$ cat src/rtl/id_stage_pipe_pkg.sv
`default_nettype none
// ============================================================================
// Module   : id_stage_pipe_pkg
// Brief    : Opcode/funct constants and instruction field positions for ID.
// Revision : 1.0
// ============================================================================
package id_stage_pipe_pkg;

    localparam logic [5:0] OP_SPECIAL = 6'h00;
    localparam logic [5:0] OP_ADDIU   = 6'h09;
    localparam logic [5:0] OP_ANDI    = 6'h0C;
    localparam logic [5:0] OP_ORI     = 6'h0D;
    localparam logic [5:0] OP_XORI    = 6'h0E;
    localparam logic [5:0] OP_LUI     = 6'h0F;

    localparam logic [5:0] FUNCT_NOP  = 6'h00;
    localparam logic [5:0] FUNCT_ADDU = 6'h21;
    localparam logic [5:0] FUNCT_AND  = 6'h24;
    localparam logic [5:0] FUNCT_OR   = 6'h25;
    localparam logic [5:0] FUNCT_XOR  = 6'h26;

    localparam int OPCODE_MSB = 31;
    localparam int OPCODE_LSB = 26;
    localparam int RS_MSB     = 25;
    localparam int RS_LSB     = 21;
    localparam int RT_MSB     = 20;
    localparam int RT_LSB     = 16;
    localparam int RD_MSB     = 15;
    localparam int RD_LSB     = 11;
    localparam int SHAMT_MSB  = 10;
    localparam int SHAMT_LSB  = 6;
    localparam int FUNCT_MSB  = 5;
    localparam int FUNCT_LSB  = 0;
    localparam int IMM_MSB    = 15;
    localparam int IMM_LSB    = 0;

    localparam int ZERO_REG_ADDR = 0;

    typedef enum logic [1:0] {
        INST_R   = 2'd0,
        INST_I   = 2'd1,
        INST_LUI = 2'd2,
        INST_NOP = 2'd3
    } inst_class_t;

endpackage
`default_nettype wire

$ cat src/rtl/id_operand_mux.sv
`default_nettype none
// ============================================================================
// Module   : id_operand_mux
// Brief    : Resolves one read operand against prioritised forwarding sources.
// Revision : 1.0
// ============================================================================
module id_operand_mux
    import id_stage_pipe_pkg::*;
#(
    parameter int DATA_WIDTH     = 32,
    parameter int REG_ADDR_WIDTH = 5,
    parameter int NUM_FWD        = 2
) (
    input  logic                             read_en,
    input  logic [REG_ADDR_WIDTH-1:0]        read_addr,
    input  logic [DATA_WIDTH-1:0]            reg_data,
    input  logic [NUM_FWD-1:0]               fwd_valid,
    input  logic [NUM_FWD*REG_ADDR_WIDTH-1:0] fwd_addr,
    input  logic [NUM_FWD*DATA_WIDTH-1:0]     fwd_data,
    output logic [DATA_WIDTH-1:0]            operand
);

    always_comb begin
        operand = reg_data;
        // Walk from oldest to youngest so the lowest matching index wins.
        for (int i = NUM_FWD - 1; i >= 0; i--) begin
            if (fwd_valid[i] && (fwd_addr[i*REG_ADDR_WIDTH +: REG_ADDR_WIDTH] == read_addr)) begin
                operand = fwd_data[i*DATA_WIDTH +: DATA_WIDTH];
            end
        end
        if (!read_en || (read_addr == REG_ADDR_WIDTH'(ZERO_REG_ADDR))) begin
            operand = '0;
        end
    end

endmodule
`default_nettype wire

$ cat src/rtl/id_stage_pipe.sv
`default_nettype none
// ============================================================================
// Module   : id_stage_pipe
// Brief    : Registered decode stage with handshakes, forwarding, load-use stall.
// Revision : 1.0
// ============================================================================
module id_stage_pipe
    import id_stage_pipe_pkg::*;
#(
    parameter int DATA_WIDTH     = 32,
    parameter int ADDR_WIDTH     = 32,
    parameter int REG_ADDR_WIDTH = 5,
    parameter int NUM_FWD        = 2
) (
    input  logic                              clk,
    input  logic                              rst,
    input  logic                              flush,
    input  logic                              in_valid,
    output logic                              in_ready,
    input  logic [ADDR_WIDTH-1:0]             in_addr,
    input  logic [31:0]                       in_inst,
    output logic                              reg_read_en_1,
    output logic                              reg_read_en_2,
    output logic [REG_ADDR_WIDTH-1:0]         reg_addr_1,
    output logic [REG_ADDR_WIDTH-1:0]         reg_addr_2,
    input  logic [DATA_WIDTH-1:0]             reg_data_1,
    input  logic [DATA_WIDTH-1:0]             reg_data_2,
    input  logic [NUM_FWD-1:0]                fwd_valid,
    input  logic [NUM_FWD*REG_ADDR_WIDTH-1:0] fwd_addr,
    input  logic [NUM_FWD*DATA_WIDTH-1:0]     fwd_data,
    input  logic                              ex_is_load,
    input  logic [REG_ADDR_WIDTH-1:0]         ex_write_addr,
    output logic                              out_valid,
    input  logic                              out_ready,
    output logic [ADDR_WIDTH-1:0]             out_addr,
    output logic [5:0]                        out_funct,
    output logic [DATA_WIDTH-1:0]             out_operand_1,
    output logic [DATA_WIDTH-1:0]             out_operand_2,
    output logic [4:0]                        out_shamt,
    output logic                              out_write_reg_en,
    output logic [REG_ADDR_WIDTH-1:0]         out_write_reg_addr
);

    logic [5:0]                w_opcode;
    logic [15:0]               w_imm;
    logic [REG_ADDR_WIDTH-1:0] w_rs;
    logic [REG_ADDR_WIDTH-1:0] w_rt;
    logic [REG_ADDR_WIDTH-1:0] w_rd;
    inst_class_t               w_class;
    logic                      w_rd_en_1;
    logic                      w_rd_en_2;
    logic [5:0]                w_funct;
    logic [4:0]                w_shamt;
    logic [REG_ADDR_WIDTH-1:0] w_dest;
    logic                      w_write_en;
    logic                      w_use_imm;
    logic [DATA_WIDTH-1:0]     w_imm_val;
    logic [DATA_WIDTH-1:0]     w_res_1;
    logic [DATA_WIDTH-1:0]     w_res_2;
    logic                      w_hazard;

    logic                      r_valid;
    logic [ADDR_WIDTH-1:0]     r_addr;
    logic [5:0]                r_funct;
    logic [DATA_WIDTH-1:0]     r_op_1;
    logic [DATA_WIDTH-1:0]     r_op_2;
    logic [4:0]                r_shamt;
    logic                      r_write_en;
    logic [REG_ADDR_WIDTH-1:0] r_write_addr;

    assign w_opcode = in_inst[OPCODE_MSB:OPCODE_LSB];
    assign w_imm    = in_inst[IMM_MSB:IMM_LSB];
    assign w_rs     = REG_ADDR_WIDTH'(in_inst[RS_MSB:RS_LSB]);
    assign w_rt     = REG_ADDR_WIDTH'(in_inst[RT_MSB:RT_LSB]);
    assign w_rd     = REG_ADDR_WIDTH'(in_inst[RD_MSB:RD_LSB]);

    always_comb begin
        w_class   = INST_NOP;
        w_funct   = FUNCT_NOP;
        w_imm_val = '0;
        case (w_opcode)
            OP_SPECIAL: begin
                w_class = INST_R;
                w_funct = in_inst[FUNCT_MSB:FUNCT_LSB];
            end
            OP_ORI: begin
                w_class   = INST_I;
                w_funct   = FUNCT_OR;
                w_imm_val = DATA_WIDTH'(w_imm);
            end
            OP_ANDI: begin
                w_class   = INST_I;
                w_funct   = FUNCT_AND;
                w_imm_val = DATA_WIDTH'(w_imm);
            end
            OP_XORI: begin
                w_class   = INST_I;
                w_funct   = FUNCT_XOR;
                w_imm_val = DATA_WIDTH'(w_imm);
            end
            OP_ADDIU: begin
                w_class   = INST_I;
                w_funct   = FUNCT_ADDU;
                w_imm_val = {{(DATA_WIDTH-16){w_imm[15]}}, w_imm};
            end
            OP_LUI: begin
                w_class   = INST_LUI;
                w_funct   = FUNCT_OR;
                w_imm_val = DATA_WIDTH'({w_imm, 16'h0000});
            end
            default: ;
        endcase
    end

    // LUI reads nothing, so its operand_1 resolves to zero through the mux.
    always_comb begin
        w_rd_en_1  = 1'b0;
        w_rd_en_2  = 1'b0;
        w_shamt    = 5'd0;
        w_dest     = '0;
        w_write_en = 1'b0;
        w_use_imm  = 1'b0;
        case (w_class)
            INST_R: begin
                w_rd_en_1  = 1'b1;
                w_rd_en_2  = 1'b1;
                w_shamt    = in_inst[SHAMT_MSB:SHAMT_LSB];
                w_dest     = w_rd;
                w_write_en = 1'b1;
            end
            INST_I: begin
                w_rd_en_1  = 1'b1;
                w_dest     = w_rt;
                w_write_en = 1'b1;
                w_use_imm  = 1'b1;
            end
            INST_LUI: begin
                w_dest     = w_rt;
                w_write_en = 1'b1;
                w_use_imm  = 1'b1;
            end
            default: ;
        endcase
        if (w_dest == REG_ADDR_WIDTH'(ZERO_REG_ADDR)) begin
            w_write_en = 1'b0;
        end
    end

    id_operand_mux #(
        .DATA_WIDTH     (DATA_WIDTH),
        .REG_ADDR_WIDTH (REG_ADDR_WIDTH),
        .NUM_FWD        (NUM_FWD)
    ) u_mux_1 (
        .read_en   (w_rd_en_1),
        .read_addr (w_rs),
        .reg_data  (reg_data_1),
        .fwd_valid (fwd_valid),
        .fwd_addr  (fwd_addr),
        .fwd_data  (fwd_data),
        .operand   (w_res_1)
    );

    id_operand_mux #(
        .DATA_WIDTH     (DATA_WIDTH),
        .REG_ADDR_WIDTH (REG_ADDR_WIDTH),
        .NUM_FWD        (NUM_FWD)
    ) u_mux_2 (
        .read_en   (w_rd_en_2),
        .read_addr (w_rt),
        .reg_data  (reg_data_2),
        .fwd_valid (fwd_valid),
        .fwd_addr  (fwd_addr),
        .fwd_data  (fwd_data),
        .operand   (w_res_2)
    );

    assign w_hazard = ex_is_load
                   && (ex_write_addr != REG_ADDR_WIDTH'(ZERO_REG_ADDR))
                   && ((w_rd_en_1 && (ex_write_addr == w_rs))
                    || (w_rd_en_2 && (ex_write_addr == w_rt)));

    assign in_ready      = !flush && !w_hazard && (!r_valid || out_ready);
    assign reg_read_en_1 = w_rd_en_1;
    assign reg_read_en_2 = w_rd_en_2;
    assign reg_addr_1    = w_rs;
    assign reg_addr_2    = w_rt;

    always_ff @(posedge clk or posedge rst) begin
        if (rst) begin
            r_valid      <= 1'b0;
            r_addr       <= '0;
            r_funct      <= FUNCT_NOP;
            r_op_1       <= '0;
            r_op_2       <= '0;
            r_shamt      <= 5'd0;
            r_write_en   <= 1'b0;
            r_write_addr <= '0;
        end else if (flush) begin
            r_valid <= 1'b0;
        end else if (in_valid && in_ready) begin
            r_valid      <= 1'b1;
            r_addr       <= in_addr;
            r_funct      <= w_funct;
            r_op_1       <= w_res_1;
            r_op_2       <= w_use_imm ? w_imm_val : w_res_2;
            r_shamt      <= w_shamt;
            r_write_en   <= w_write_en;
            r_write_addr <= w_dest;
        end else if (out_ready && (w_hazard || !in_valid)) begin
            r_valid <= 1'b0;
        end
    end

    assign out_valid          = r_valid;
    assign out_addr           = r_addr;
    assign out_funct          = r_funct;
    assign out_operand_1      = r_op_1;
    assign out_operand_2      = r_op_2;
    assign out_shamt          = r_shamt;
    assign out_write_reg_en   = r_write_en;
    assign out_write_reg_addr = r_write_addr;

endmodule
`default_nettype wire

$ cat config.mk
export PLATFORM = sky130hd
export DESIGN_NAME = id_stage_pipe
export DESIGN_NICKNAME = d
export VERILOG_FILES = /design/src/rtl/id_stage_pipe_pkg.sv /design/src/rtl/id_operand_mux.sv /design/src/rtl/id_stage_pipe.sv
export SDC_FILE = /design/constraint.sdc
export NUM_CORES = 1
export LEC_CHECK = 0
export CORE_AREA = 4 4 150 152
export CTS_BUF_LIST = sky130_fd_sc_hd__clkbuf_2 sky130_fd_sc_hd__clkbuf_4 sky130_fd_sc_hd__clkbuf_8
export DETAILED_ROUTE_END_ITERATION = 6
export DIE_AREA = 0 0 154 156
export GPL_TIMING_DRIVEN = 1
export PLACE_DENSITY = 0.74
export SLEW_MARGIN = 20
export SYNTH_ARGS = -nofsm -noshare
export SYNTH_HDL_FRONTEND = slang
export SYNTH_HIERARCHICAL = 1
export SYNTH_SLANG_ARGS = --single-unit
$ cat constraint.sdc
create_clock -name clk -period 4 [get_ports clk]
set_input_delay 1.2 -clock clk [delete_from_list [all_inputs] [get_ports clk]]
set_output_delay 1.2 -clock clk [all_outputs]
set_load 0.05 [all_outputs]
======== Yosys cells after proc, flatten, opt, wreduce, memory -nomap -nowiden ========
Cells that the tools add are included.
cells by class
  equality and inequality tests ........... 13
  mux-type cells .......................... 20
  bitwise gates (word level) .............. 1
  reduce and logical (&&, ||, !) cells .... 37
operators with widths
  operator            number
  $mux 32             7
  $pmux 32 s3         1
  $eq 5x5->1          6
  $eq 6x4->1 const B  5
  $pmux 6 s5          1
  $logic_not 5->1     3
  $logic_and 1x1->1   12
  $pmux 5 s2          1
  $mux 1              8
  $logic_not 1->1     6
  $logic_not 6->1     1
  $pmux 2 s3          1
  $reduce_or 2->1     3
  $reduce_or 3->1     2
  $logic_or 1x1->1    5
  $mux 5              1
  $reduce_bool 5->1   1
  $reduce_or 4->1     1
  $reduce_bool 3->1   1
  $eq 2x1->1 const B  1
  $eq 2x2->1 const B  1
  $logic_not 2->1     1
  $reduce_and 2->1    1
  $not 1->1           1
word-level totals
  register bits after elaboration ......... 114
  input port bits ......................... 215
  logic and storage cells ................. 79

======== Longest topological paths before layout ========
Gate-level depths: netlist of run 1.
  depth in word-level cells ............... 15
  gate-level depth with buffers ........... 12
  gate-level depth less buffers ........... 10

======== Modules after synthesis ========
Netlist of run 1, hierarchy kept.
modules (own cells, without submodules)
  module          instances  cells an instance  area an instance (um^2)
  id_stage_pipe   1          450                5661.7
  id_operand_mux  2          176                1347.5

======== Least setup slack after synthesis of run 1 ========
No wires, ideal clock.
  kind .................................... input to output
  from .................................... in in_inst[27]
  to ...................................... out in_ready
  data arrival time ....................... 4.249 ns
  data required time ...................... 2.800 ns
  slack ................................... -1.449 ns
  stages .................................. 8
  path buffers ............................ 1
  cells stage by stage .................... buf_2 and3b_1 o31ai_2 inv_1 ha_1 nand2_1 nor3_1 nor4_1
between the ends
  elaborated cells between the ends (all ways) .. 20
  those cells by class .................... 6 x eq/ne; 3 x mux; 11 x reduce/logical
RTL lines
  element                            line                  source
  start: declaration                 id_stage_pipe.sv:21   input logic [31:0] in_inst,
  $eq 6x4->1                         id_stage_pipe.sv:81   case (w_opcode)
  $reduce_or 4->1 (no line)          n/a
  $pmux 2 s3 *                       id_stage_pipe.sv:81
  $logic_not 2->1 *                  id_stage_pipe.sv:123  case (w_class)
  $mux 1 *                           id_stage_pipe.sv:123
  net reg_read_en_2                  id_stage_pipe.sv:23   output logic reg_read_en_2,
  $logic_and 1x1->1 *                id_stage_pipe.sv:180  || (w_rd_en_2 && (ex_write_addr == w_rt)));
  $logic_or 1x1->1 *                 id_stage_pipe.sv:180
  $logic_and 1x1->1 *                id_stage_pipe.sv:179  && ((w_rd_en_1 && (ex_write_addr == w_rs))
  $logic_not 1->1 *                  id_stage_pipe.sv:182  assign in_ready = !flush && !w_hazard && (!r_valid || out_ready);
  $logic_and 1x1->1 * (2 in series)  id_stage_pipe.sv:182
  end: declaration                   id_stage_pipe.sv:19   output logic in_ready,
Mark *: on every way through the listed nets, which the timed path passes. The rest lies on a longest branch.

======== Worst setup path in the final report of run 1 ========
  from .................................... in in_inst[26]
  to ...................................... out in_ready
between the ends
  cells in the longest elaborated chain, start to end .. 12
  elaborated cells between the ends (all ways) .. 20
  those cells by class .................... 6 x eq/ne; 3 x mux; 11 x reduce/logical
ends and longest elaborated chain
  element                                               line
  $eq 6x4->1                                            id_stage_pipe.sv:81
  $reduce_or 4->1 (no line)                             n/a
  $pmux 2 s3 *                                          id_stage_pipe.sv:81
  $eq 2x1->1 / $logic_not 2->1 (equally long branches)  id_stage_pipe.sv:123
  $reduce_or 2->1 (no line)                             n/a
  $mux 1                                                id_stage_pipe.sv:123
  $logic_and 1x1->1                                     id_stage_pipe.sv:179
  $logic_or 1x1->1 *                                    id_stage_pipe.sv:180
  $logic_and 1x1->1 *                                   id_stage_pipe.sv:179
  $logic_not 1->1 *                                     id_stage_pipe.sv:182
  $logic_and 1x1->1 * (2 in series)                     id_stage_pipe.sv:182
Every way passes the cells marked *; elsewhere a longest branch is shown, timed or not.

==> results.md, run 1 <==
- Peak fanout along the critical path: 5
- Buffers from clock root to sink, at most: 2
- Slew at the pin closest to its max-slew limit: 1060 ps
- Std-Cell Core Area: 21000 sq um
- Number of placement rows: 53
- Die H: 156 microns
- FILL cells: 1773
- Unrepaired setup endpoints after global routing: no
- Area share of and/or/nand/nor cells after synthesis: 10.9%
- Worst hold path depth: 1
- Detailed-routing iteration count for the pre-antenna-repair pass: 6
- Net count of the mapped netlist: 1019
- XOR/XNOR share of the synthesized area: 3.32%
- Total half-perimeter wirelength after legalization and detailed placement: 24800 microns
- Multiplexer area fraction after synthesis: 18.1%
- Result of the run: complete, no violations
- Clock transition at path regs: 80 ps
- Nets: 1347
- Top-Level Pins: 342
- Detailed Route Iter0 Violations: 615
- Cell type with the largest total area after synthesis: sky130_fd_sc_hd__dfrtp_1
- Layout overhead on the synthesized area: 51.7%
- Largest incremental delay on the critical path: 300 ps
- Post-route DRC violation count: 0
- Overall die width: 154 microns
- Buffer cell driving the clock tree root: sky130_fd_sc_hd__clkbuf_8
- Async set-reset flop share out of synthesis: 100%
- Final global-route overflow total: 0
- Primary flip-flop cell chosen by synthesis mapping: sky130_fd_sc_hd__dfrtp_1
- Antenna cells: 0
- Largest cells by area after synthesis: sky130_fd_sc_hd__dfrtp_1 (34%), sky130_fd_sc_hd__mux2_4 (11%), sky130_fd_sc_hd__a31oi_2 (9.0%)
- Depth of the worst register-to-register path: 7
- Yosys Warn Count: 6
- Overall via count from detail_route: 8258
- Overall power after layout: 0.00394 W
- Buffers and inverters on the worst path: 3
- Initial Utilization: 39.8%
- Arr. time, crit path: 2730 ps
- Wire length of the first global-routing pass: 49800 microns
- Placer congestion estimate: 0.899
- Post-layout minimum cycle time: 3930 ps
- Static leakage: 4.72 nW
- Critical Path RT: 2800 ps
- Final period utilization: 98.2%
- Pins Over Slew Limit: 0
- Fraction of final layout cells sized beyond drive strength 1: 27.4%
- Routed wire per std cell: 23.4 microns
- Nature of the critical path startpoint: input pin
- End-of-flow core utilization: 60.3%
- Class of the worst hold path: reg -> reg
- Synth Area in Adders: 0.299%
- Critical path's slowest cell: sky130_fd_sc_hd__nor4_4
- Worst slew margin relative to its limit: 29.3%
- Synthesis-stage register bit count: 114
- Antenna viol nets, final: 0
- Final setup fails: 0
- Max Cap Viol: 0
- Cells along the critical path: clkbuf_2 > and3b_2 > o31ai_4 > inv_2 > ha_4 > nand2_2 > nor3_4 > nor4_4 > buf_12
- Global-route usage over all layers: 26.6%
- PwrDens: 311 nW/um^2
- Register-to-register path setup slack: 2100 ps
- Total Die Area: 24000 sq um
- Number of flops mapped to enable cells by yosys: 0
- Final hold violation count: 0
- Area fraction in compound gates after synthesis: 23.7%
- Number of stages on the worst setup path: 9
- Number of library cell types mapped by synthesis: 48
- Setup CP Type: in -> out
- Largest net degree at the start of global routing: 115
- Instance count of the mapped netlist: 802
- Largest family of logic cells by synthesized area: compound AO/OA/AOI/OAI gates
- Family of cells with the greatest summed delay on the critical path: simple AND/OR/NAND/NOR gates
- Peak ir drop on the vdd network: 0.000148 V
- Crit path capture type: primary output
- Via-to-Cell Ratio: 5.82
- Cts hold-fix bufs: 0
- CTS tree: built
- Number of CTS-inserted buffers: 17
- Number of antenna violations at the first check in global routing: 0
- H-tree levels: 4
- Combined area of all synthesized cells: 8360 sq um
- Vias in the first global route: 8375
- Post-synthesis sequential area ratio: 34.1%
- Proportion of netlist area held by the largest area contributor: 34.1%
- Clock skew: 16.0 ps
- Average instance area after synthesis: 10.4 sq um
- Maximum achievable frequency: 0.255 GHz
- Later-pin clock latency in the skew report: 440 ps
- Number of clock sinks seen by CTS: 114
- Wirelength, routed: 33200 microns
- Number of port buffers: 341
routing by layer:
layer	track usage [%]	wire, microns	up-vias
met2	41.8	15200	524
li1	-	-	3693
met3	6.77	3000	74
met5	0	0	-
met4	9.34	1080	0
met1	35.7	13900	3967
cell type report:
class / instances / area (sq um) / share of cell area, %
inverter: 29 / 113 / 0.888
clock inverter: 14 / 226 / 1.79
clock buffer: 18 / 248 / 1.95
sequential: 114 / 2850 / 22.5
tap: 275 / 344 / 2.71
timing repair buffer: 408 / 4100 / 32.4
multi-input combinational: 560 / 4790 / 37.8
power by group:
group	leakage [nW]	switching (W)	internal [W]
sequential	1.51	0.0000500	0.00124
combinational	2.98	0.000762	0.000559
clock	0.236	0.000562	0.000770
total	4.72	0.00137	0.00257
state kept, by name (all words and copies together), names as in the netlist:
signal	cells
out_funct	6
out_write_reg_en	1
out_operand_2	32
out_addr	32
out_shamt	5
out_operand_1	32
out_write_reg_addr	5
out_valid	1
layout by cell type, fill, tap and decap left out, drive strengths merged, types with 2 or more instances in the layout:
cell type | synthesis | layout
mux2 | 107 | 107
xnor2 | 30 | 30
nor4b | 2 | 2
clkinvlp | 0 | 2
ha | 2 | 2
or4 | 3 | 3
clkdlybuf4s50 | 0 | 317
a22oi | 5 | 5
clkbuf | 42 | 24
dlymetal6s2s | 0 | 2
a31oi | 65 | 65
a21oi | 31 | 31
and4 | 3 | 3
dfrtp | 114 | 114
nor2 | 23 | 23
inv | 29 | 31
nand2 | 34 | 34
o21a | 2 | 2
or2 | 2 | 2
buf | 57 | 82
nand4 | 69 | 69
o21ai | 69 | 69
and3b | 2 | 2
and3 | 2 | 2
nor4 | 6 | 6
o22ai | 16 | 16
bufinv | 0 | 5
nor3 | 4 | 4
o31ai | 65 | 65
nand3 | 3 | 3
clkinv | 0 | 5
mux2i | 7 | 7
cells by family (layout without fill, tap and decap cells):
logic type / Yosys count / count (layout)
adder cells (fa/ha/maj): 2 / 2
AO/OA/AOI/OAI: 257 / 257
AND/OR/NAND/NOR: 157 / 157
XOR/XNOR: 30 / 30
flip-flops: 114 / 114
buffers and inverters: 128 / 469
multiplexers: 114 / 114
synth_stat cells (2+ instances only):
cell and count:
sky130_fd_sc_hd__dfrtp_1 114, sky130_fd_sc_hd__o21ai_0 68, sky130_fd_sc_hd__nand4_1 67, sky130_fd_sc_hd__mux2_4 64
sky130_fd_sc_hd__o31ai_1 64, sky130_fd_sc_hd__a31oi_2 60, sky130_fd_sc_hd__mux2_2 43, sky130_fd_sc_hd__clkbuf_1 42
sky130_fd_sc_hd__nand2_1 34, sky130_fd_sc_hd__a21oi_1 31, sky130_fd_sc_hd__inv_1 29, sky130_fd_sc_hd__xnor2_1 28
sky130_fd_sc_hd__nor2_1 23, sky130_fd_sc_hd__buf_2 22, sky130_fd_sc_hd__o22ai_1 16, sky130_fd_sc_hd__buf_4 10
sky130_fd_sc_hd__buf_6 10, sky130_fd_sc_hd__buf_8 7, sky130_fd_sc_hd__mux2i_1 7, sky130_fd_sc_hd__buf_12 6
sky130_fd_sc_hd__a22oi_1 5, sky130_fd_sc_hd__a31oi_1 5, sky130_fd_sc_hd__nor4_1 4, sky130_fd_sc_hd__and4_1 3
sky130_fd_sc_hd__nand3_1 3, sky130_fd_sc_hd__nor3_1 3, sky130_fd_sc_hd__or4_1 3, sky130_fd_sc_hd__and3_1 2
sky130_fd_sc_hd__and3b_1 2, sky130_fd_sc_hd__buf_1 2, sky130_fd_sc_hd__ha_1 2, sky130_fd_sc_hd__nand4_2 2
sky130_fd_sc_hd__nor4_4 2, sky130_fd_sc_hd__nor4b_1 2, sky130_fd_sc_hd__o21a_4 2, sky130_fd_sc_hd__or2_1 2
sky130_fd_sc_hd__xnor2_2 2
metrics by stage:
| stage | std cells | TNS, ps | hold WS [ps] | cell area, sq um | worst slack, ps |
|---|---|---|---|---|---|
| 3_3_place_gp | 1383 | -486 | 488 | 12200 | -371 |
| 2_1_floorplan | 802 | -237 | 750 | 8430 | -237 |
| 5_1_grt | 1418 | 0 | 527 | 12700 | 2.44 |
| 6_report | 1418 | 0 | 510 | 12700 | 73.1 |
| 3_5_place_dp | 1383 | -1360 | 492 | 12200 | -441 |
| 4_1_cts | 1418 | 0 | 514 | 12700 | 5.82 |
path summary, 6_finish.rpt:
| check | endpoint | start |
|---|---|---|
| setup / recovery | in_ready | in_inst[26] |
| hold / removal | out_addr[20] | out_addr[20] |
| setup reg to reg | out_addr[2] | out_valid |
| hold reg to reg | out_addr[20] | out_addr[20] |
| max in group asynchronous | out_operand_1[25] | rst |
| min in group asynchronous | out_operand_1[5] | rst |
timing repair:
action / 4_1_cts / 5_1_grt
resized for setup: 18 / 17
setup endpoints to repair: 2 / 1
setup buffers: 3 / 0
pin swaps: 6 / 6
(Power assumes the default switching activity.)
==> run 2: changes to the inputs <==
- GPL_ROUTABILITY_DRIVEN: default -> 0
==> results.md, run 2 (synthesis gave the netlist of run 1 again) <==
- Result of the run: complete, but fails checks
- Violations in the final reports: design-rule violations
- Layout overhead on the synthesized area: 51.5%
- Worst slew margin relative to its limit: 42.4% (+13 points)
- Number of CTS-inserted buffers: 17 (unchanged)
- Crit path capture type: primary output
- Routed wire per std cell: 22.8 microns (-2.5%)
- Via-to-Cell Ratio: 5.82 (about the same)
- Overall via count from detail_route: 8270 (+0.15%)
- Number of port buffers: 341 (unchanged)
- Wirelength, routed: 32400 microns (-2.3%)
- Proportion of power drawn by combinational gates: 35.7% (+2.2 points)
- Critical path's slowest cell: sky130_fd_sc_hd__or4_4
- Largest incremental delay on the critical path: 530 ps (+230 ps)
- Peak ir drop on the vdd network: 0.000155 V (+4.4%)
- Cts hold-fix bufs: 0 (unchanged)
- Arr. time, crit path: 2740 ps (about the same)
- Worst hold path depth: 1 (unchanged)
- Later-pin clock latency in the skew report: 460 ps (+20 ps)
- Antenna viol nets, final: 0 (unchanged)
- Slew at the pin closest to its max-slew limit: 863 ps (-197 ps)
- Timing startpoint of the critical path: ex_write_addr[4]
- Number of clock sinks seen by CTS: 114 (unchanged)
- Met3 Use GR: 6.02% (-0.75 points)
- FILL cells: 1728 (-2.5%)
- Total Die Area: 24000 sq um (unchanged)
- Switching pwr: 0.00139 W (+1.2%)
- Buffers from clock root to sink, at most: 2 (unchanged)
- Nets: 1350 (+0.22%)
- Clock skew: 8.47 ps (-7.52 ps)
- End-of-flow core utilization: 60.2% (-0.071 points)
- Final setup fails: 0 (unchanged)
- Final hold violation count: 0 (unchanged)
- Peak fanout along the critical path: 2 (-3)
- Post-route DRC violation count: 2 (+2)
- Overall power after layout: 0.00370 W (-6.1%)
- Worst reg2reg startpoint: out_valid
- Vias in the first global route: 8204 (-2.0%)
- Most used cells in the layout excluding fill and tap cells: sky130_fd_sc_hd__clkdlybuf4s50_1 (317), sky130_fd_sc_hd__dfrtp_1 (114), sky130_fd_sc_hd__nand4_1 (67), sky130_fd_sc_hd__o21ai_0 (67)
- Internal power consumption: 0.00231 W (-10%)
- Detailed Route Iter0 Violations: 647 (+5.2%)
- Nature of the critical path startpoint: input pin
- Overall die width: 154 microns (unchanged)
- Clock power share: 29.5% (-4.3 points)
- Wire length of the first global-routing pass: 48800 microns (-2.1%)
- PwrDens: 292 nW/um^2 (-6.0%)
- Clock transition at path regs: 80 ps (about the same)
- Buffer cell driving the clock tree root: sky130_fd_sc_hd__clkbuf_8
- Number of antenna violations at the first check in global routing: 0 (unchanged)
- Unrepaired setup endpoints after global routing: no
- Reg power frac: 34.8% (+2.1 points)
- Depth of the worst register-to-register path: 7 (unchanged)
- Post-layout minimum cycle time: 3940 ps (+18.0 ps)
- Global-route met1 utilization: 35.6% (-0.11 points)
- Detailed-routing iteration count for the pre-antenna-repair pass: 7 (+1)
- Die H: 156 microns (unchanged)
- Static leakage: 4.72 nW (about the same)
- CTS tree: built
- Cells along the critical path: clkdlybuf4s15_1 > or4_4 > o21ai_4 > buf_6 > nor3_4 > nor4_4 > buf_12
- Critical Path RT: 2800 ps (about the same)
- H-tree levels: 4 (unchanged)
- Initial Utilization: 39.8% (unchanged)
- Maximum achievable frequency: 0.253 GHz (-0.46%)
- End of the worst hold path: out_operand_1[31]
- Pins Over Slew Limit: 0 (unchanged)
- Total half-perimeter wirelength after legalization and detailed placement: 24700 microns (-0.33%)
- Placed insts: 1385 (+0.14%)
- Switch share: 37.5% (+2.7 points)
- Worst reg2reg path endpoint: out_operand_2[19]
- Max Cap Viol: 0 (unchanged)
- Met2 GRT Util: 40.4% (-1.3 points)
- Largest net degree at the start of global routing: 76 (-34%)
- Top-Level Pins: 342 (unchanged)
- Std-Cell Core Area: 21000 sq um (unchanged)
- Global-route usage over all layers: 26.0% (-0.56 points)
- Hold Startpoint: out_operand_1[31]
- Number of placement rows: 53 (unchanged)
- Layer carrying the most global-route usage: met2
- Fraction of final layout cells sized beyond drive strength 1: 27.4% (about the same)
- Antenna cells: 0 (unchanged)
- Class of the worst hold path: reg -> reg
- Setup CP Type: in -> out
- Register-to-register path setup slack: 2130 ps (+30 ps)
- Final global-route overflow total: 0 (unchanged)
- Most common library cell in the layout ignoring fill and taps: sky130_fd_sc_hd__clkdlybuf4s50_1
- Number of standard cells in the layout, taps in and fillers out: 1421 (+0.21%)
- Final period utilization: 98.6% (+0.45 points)
## run 2: worst max-delay path, delay by kind of cell
kind            cells  cell delay (ps)
simple gates        3              890
buf+inv             3              480
compound gates      1              170
## run 2: what timing repair did
item | 4_1_cts | 5_1_grt
buffers inserted | 3 | 3
gates resized for setup | 17 | 17
pin swaps | 6 | 7
setup endpoints to repair | 3 | 1
## run 2: per-stage QoR
step	TNS, ps	setup slack [ps]	hold slack [ps]	area [sq um]
5_1_grt	0	0.900	527	12700
6_report	0	55.1	512	12700
2_1_floorplan	-237	-237	750	8430
3_5_place_dp	-1090	-449	491	12200
3_3_place_gp	-587	-370	489	12200
4_1_cts	0	0.245	514	12700
## run 2: metal layers
metal | up-vias | wire, microns | part of all wire [%]
met1 | 4005 | 13700 | 42
met4 | 0 | 955 | 2.9
met3 | 70 | 2870 | 8.8
met2 | 497 | 14900 | 46
li1 | 3698 | - | -
met5 | - | 0 | 0
## run 2: worst max-delay path by stage
stage	slack [ps]	endpoint
after floorplan	-240	in_ready
after global placement	-370	in_ready
after CTS	0.2	in_ready
final	60	in_ready
after detailed placement	-450	in_ready
after global routing	0.9	in_ready
## run 2: power by group through the flow
stage	Clock (W)	Sequential, W	Combinational (W)
2_1_floorplan	0	0.00162	0.000416
4_1_cts	0.00111	0.00129	0.00132
5_1_grt	0.00117	0.00130	0.00138
3_3_place_gp	0	0.00131	0.00131
6_report	0.00109	0.00129	0.00132
3_5_place_dp	0	0.00131	0.00132
## run 2: area by class of cell
cell class	count	area, sq um	area share [%]
clock inverter	15	148	1.17
tap	275	344	2.72
timing repair buffer	411	4180	33.0
inverter	29	113	0.889
clock buffer	17	234	1.85
multi-input combinational	560	4790	37.8
sequential	114	2850	22.5
==> variant 1: new RTL, settings of run 1 <==
The package constant `ZERO_REG_ADDR` goes from 0 to 1.
--- a/src/rtl/id_stage_pipe_pkg.sv
+++ b/src/rtl/id_stage_pipe_pkg.sv
@@ -36,3 +36,3 @@
 
-    localparam int ZERO_REG_ADDR = 0;
+    localparam int ZERO_REG_ADDR = 1;
 
Behaviour: not the same (Yosys sat finds a counterexample within 4 cycles, from zero or initial values and one cycle with rst high).
==> variant 1 against run 1 <==
The run now ends with negative setup slack left; design area down 5.7%; routed wire length down 2.7%; sequential cell count unchanged; register-to-register slack better by 190 ps; critical path depth up 1; combinational power down 4%; setup slack worse by 140 ps; synthesized area down 9.3%; power down 5.7%; clock power down 13%; critical path type unchanged; highest routed layer unchanged.
==> variant 1: results (changes against run 1) <==
outcome finished, violations left (was finished clean); failing checks negative setup slack; Syn. warnings 6 (unchanged); Final Setup Violations 1 (was 0); Synth Area in Adders 0.3301% (was 0.2994%); Placer Congestion 0.9155 (was 0.8985); post-synthesis mux area share 16.82% (was 18.13%); Fillers 1,870 (was 1,773); Pleak 4.666 nW (was 4.722 nW); CP peak stage delay 450 ps (was 300 ps); total length of routed wires 32.30 mm (was 33.21 mm); asr flop ratio synth 100.0% (unchanged); crit path max-delay cell type or4_4 (was nor4_4); first-pass GRT wire length 48.80 mm (was 49.83 mm); dpl cell area 11,500 um^2 (was 12,180 um^2); CTS Buf Count 17 (unchanged); crit path max fanout 4 (was 5); worst skew pair latency 450 ps; Clock Skew 18.37 ps (was 15.99 ps); share of cells above drive strength 1 15.69% (was 27.38%); post-synth cell types 45 (was 48); dpl ws -684.9 ps (was -440.5 ps); CTS max path bufs 2 (unchanged); Compound-Gate Fraction of Synth Area 21.11% (was 23.70%); Syn Nets 1,023 (was 1,019); H-tree lvl count 4 (unchanged); Final #Nets 1,351 (was 1,347); Crit path arrival time 2870 ps (was 2730 ps); pin count of the biggest net entering global routing 55 (was 115); Primary FF master, synth dfrtp_1 (unchanged); GRT Resource Usage Total 25.90% (was 26.57%); CTS Root Cell clkbuf_8 (unchanged); first-pass iteration count of the detailed router 5 (was 6); xor/xnor share of the synthesized area 3.466% (was 3.324%); # port buffers 341 (unchanged); post-DP HPWL 24.72 mm (was 24.79 mm); antenna cells 0 (unchanged); VDD IR max 0.0001713 V (was 0.0001481 V); Final WS setup -70.13 ps (was 73.10 ps); initial antenna violation count 0 (unchanged); post-synthesis sequential area ratio 37.64% (was 34.14%); top cells by area, synth dfrtp_1 (38%), mux2_1 (9.5%), mux2_2 (6.4%) (was dfrtp_1 (34%), mux2_4 (11%), a31oi_2 (9.0%)); most common library cells after synthesis dfrtp_1 (114), nand4_1 (69), o21ai_0 (68) (was dfrtp_1 (114), o21ai_0 (68), nand4_1 (67)); number of global-route vias before repair 8,277 (was 8,375); largest family of logic cells by synthesized area compound AO/OA/AOI/OAI gates (unchanged); Slew headroom 43.27% (was 29.34%); HP Class reg2reg (unchanged); number of DRC violations after detailed-routing iteration 0 641 (was 615); vias per cell 5.748 (was 5.824); clk slew on worst S/H paths 80 ps (about the same)
variant 1: logic make-up after synthesis:
family,Yosys count
buffers and inverters,128
and+or+nand+nor,159
adders and majority gates,2
DFF,114
AOI/OAI and AO/OA,259
xor gates and xnor gates,30
muxes,114
variant 1: worst max-delay path, delay by kind of cell:
family,cells,cell delay (ps)
simple gates,5,1000
buf+inv,3,370
fa+ha+maj,1,170
compound gates,1,120
variant 1: report_power, final:
group          internal, mW  switching (mW)
registers              1.24          0.0459
logic                 0.529           0.739
clock network         0.572           0.592
total                  2.34            1.38
variant 1: what timing repair did:
item                                    in CTS  in global routing
cloned                                       0                  0
endpoints found under the setup margin       3                  1
resized for setup                           33                  5
pin swaps                                    7                  5
buffers inserted                             2                  0
variant 1: final timing paths:
check                           depth (start not counted)                   from               endpoint  slack [ps]
worst max register to register                          5              out_valid            out_addr[4]        2290
worst min-delay path                                    1  out_write_reg_addr[3]  out_write_reg_addr[3]         490
max in group asynchronous                               3                    rst       out_operand_2[2]        2020
worst min register to register                          1  out_write_reg_addr[3]  out_write_reg_addr[3]         490
worst max-delay path                                   10            in_inst[29]               in_ready         -70
min in group asynchronous                               2                    rst           out_addr[30]        1260
variant 1: final cells by class:
| class | count | area (um^2) | area share (%) |
|---|---|---|---|
| Tap cell | 275 | 344.1 | 2.878 |
| Clock buffer | 17 | 234.0 | 1.957 |
| Clock inverter | 15 | 168.9 | 1.413 |
| Sequential cell | 114 | 2853 | 23.86 |
| Inverter | 29 | 112.6 | 0.9418 |
| Timing Repair Buffer | 408 | 4103 | 34.31 |
| Multi-Input combinational cell | 564 | 4141 | 34.64 |
variant 1: metal layers:
| metal | GRT usage (%) | part of all wire (%) |
|---|---|---|
| met1 | 34.78 | 42 |
| met2 | 41.35 | 47 |
| met3 | 5.659 | 8.7 |
| met4 | 9.336 | 2.9 |
| met5 | 0 | 0 |
variant 1: metrics by stage:
step / setup TNS, ps / std cells / power (mW)
global placement: -4989 / 1388 / 2.552
detailed placement: -9983 / 1388 / 2.567
finish: -70.13 / 1422 / 3.718
CTS: -62.26 / 1422 / 3.738
global route: -114.2 / 1422 / 3.860
floorplan: -200.8 / 806 / 1.976
==> variant 2: new RTL, config.mk and constraints of run 1 <==
Without the edit above. Make the reset (`rst`) synchronous in one clocked block.
--- a/src/rtl/id_stage_pipe.sv
+++ b/src/rtl/id_stage_pipe.sv
@@ -187,3 +187,3 @@
 
-    always_ff @(posedge clk or posedge rst) begin
+    always_ff @(posedge clk) begin
         if (rst) begin
Behaviour: differs if rst is asserted again (counterexample within 4 cycles, from zero or initial values and one cycle with rst high); with rst held inactive, the same outputs for 4 cycles.
==> variant 2 against run 1 <==
Power down 17%; setup slack worse by 68 ps; routed wire length up 13%; sequential cell count unchanged; via count up 19%; sequential power down 7%; synthesized area down 3.7%; clock skew down 3.2 ps; die area unchanged; design area down 2.6%; combinational power down 27%; non-clock buffer count up 17; largest cell class unchanged; largest power group is now sequential cells.
==> variant 2: results (changes against run 1) <==
outcome finished clean (unchanged); R2R Setup Slk 2200 ps (was 2100 ps); Critical Path Start in_inst[31] (was in_inst[26]); first-pass GRT wire length 56.47 mm (was 49.83 mm); number of global-route vias before repair 9,403 (was 8,375); xor/xnor share of the synthesized area 3.560% (was 3.324%); worst hold stages 2 (was 1); hold slack 475.0 ps (was 509.9 ps); reg2reg end out_write_reg_addr[0] (was out_addr[2]); via count 9,814 (was 8,258); most common library cells after synthesis o21ai_0 (142), dfxtp_1 (114), a21oi_1 (107) (was dfrtp_1 (114), o21ai_0 (68), nand4_1 (67)); initial antenna violation count 6 (was 0); Synth Area in Adders 0.3109% (was 0.2994%); commonest non-fill, non-tap cell in the layout clkdlybuf4s50_1 (unchanged); synthesized area per cell 8.138 um^2 (was 10.42 um^2); GRT Resource Usage Total 29.59% (was 26.57%); CTS Buf Count 17 (unchanged); setup tns final 0 ps (unchanged); Crit path max-delay family simple AND/OR/NAND/NOR gates (unchanged); Crit path arrival time 2800 ps (was 2730 ps); post-synth cell types 53 (was 48); hold path startpoint out_operand_1[24] (was out_addr[20]); reg2reg path depth 5 (was 7); worst slew pin tran 1067 ps (was 1060 ps); number of DRC violations after detailed-routing iteration 0 993 (was 615); post-synthesis mux area share 0.2487% (was 18.13%); post-synthesis sequential area ratio 28.35% (was 34.14%); H-tree lvl count 4 (unchanged); Compound-Gate Fraction of Synth Area 39.10% (was 23.70%); VDD IR max 0.0001527 V (was 0.0001481 V); Post-Place Cells 1,546 (was 1,383); routed len/inst 23.74 um (was 23.42 um); CTS max path bufs 2 (unchanged); first-pass iteration count of the detailed router 5 (was 6); pin count of the biggest net entering global routing 90 (was 115); vias per cell 6.207 (was 5.824); DRC viols 0 (unchanged); CTS Root Cell clkbuf_8 (unchanged); share of cells above drive strength 1 17.78% (was 27.38%); top cells by area, synth dfxtp_1 (28%), a31oi_2 (9.3%), o21ai_0 (8.8%) (was dfrtp_1 (34%), mux2_4 (11%), a31oi_2 (9.0%)); worst r2r src out_valid (unchanged); asr flop ratio synth 0% (was 100.0%); post-DP HPWL 27.63 mm (was 24.79 mm); Syn. warnings 6 (unchanged); Syn Nets 1,206 (was 1,019); # port buffers 341 (unchanged); Fillers 1,835 (was 1,773); Post-DRT Antenna Nets 0 (unchanged); Worst Hold End out_operand_1[24] (was out_addr[20]); CP peak stage delay 260 ps (was 300 ps); Pleak 3.877 nW (was 4.722 nW); crit path max fanout 4 (was 5); crit path max-delay cell type dlygate4sd2_1 (was nor4_4); Placer Congestion 0.9401 (was 0.8985); Clock Skew 12.77 ps (was 15.99 ps)
variant 2: worst reg2reg max path, stage by stage (launching register included):
cell	delay (ps)
dfxtp_1	320
nand2b_1	120
nand3b_1	210
a41o_2	410
or4_1	520
a21oi_1	150
variant 2: metrics by stage:
step / power [mW] / util [%] / instance area [um^2] / setup slack (ps)
finish: 3.284 / 58.71 / 12340 / 4.799
floorplan: 1.688 / - / 8112 / -150.2
global route: 3.385 / 58.70 / 12340 / -69.38
detailed placement: 2.172 / 56.59 / 11900 / -538.0
CTS: 3.285 / 58.68 / 12340 / 8.908
global placement: 2.163 / 56.59 / 11900 / -438.1
variant 2: area by class of cell:
cell class / instances / area share, %
clock buffers: 22 / 2.352
repair buffers: 425 / 34.31
diodes: 1 / 0.02028
inverters: 4 / 0.1217
flip-flops and latches: 114 / 18.49
multi-input cells: 731 / 41.06
well taps: 275 / 2.788
clock inverters: 9 / 0.8617
variant 2: worst max path at each step:
stage,endpoint,slack [ps],depth (start not counted)
2_1_floorplan,in_ready,-150,9
3_3_place_gp,in_ready,-440,10
3_5_place_dp,in_ready,-540,10
4_1_cts,in_ready,9,10
5_1_grt,in_ready,-70,10
6_report,in_ready,5,11
variant 2: power by group:
group          leakage [nW]  internal, mW  switching, mW
logic                  2.75         0.412          0.553
registers             0.928          1.17         0.0220
clock network         0.198         0.611          0.512
variant 2: what timing repair did:
item	4_1_cts	5_1_grt
buffers inserted	3	0
gates resized for setup	37	1
hold buffers	0	0
pin swaps	10	0
setup endpoints to repair	2	1
variant 2: layer usage:
layer	part of all wire (%)	GRT usage, %
met5	0.17	0
met4	3.4	10.85
met3	9.3	7.351
met2	47	47.61
met1	41	38.60
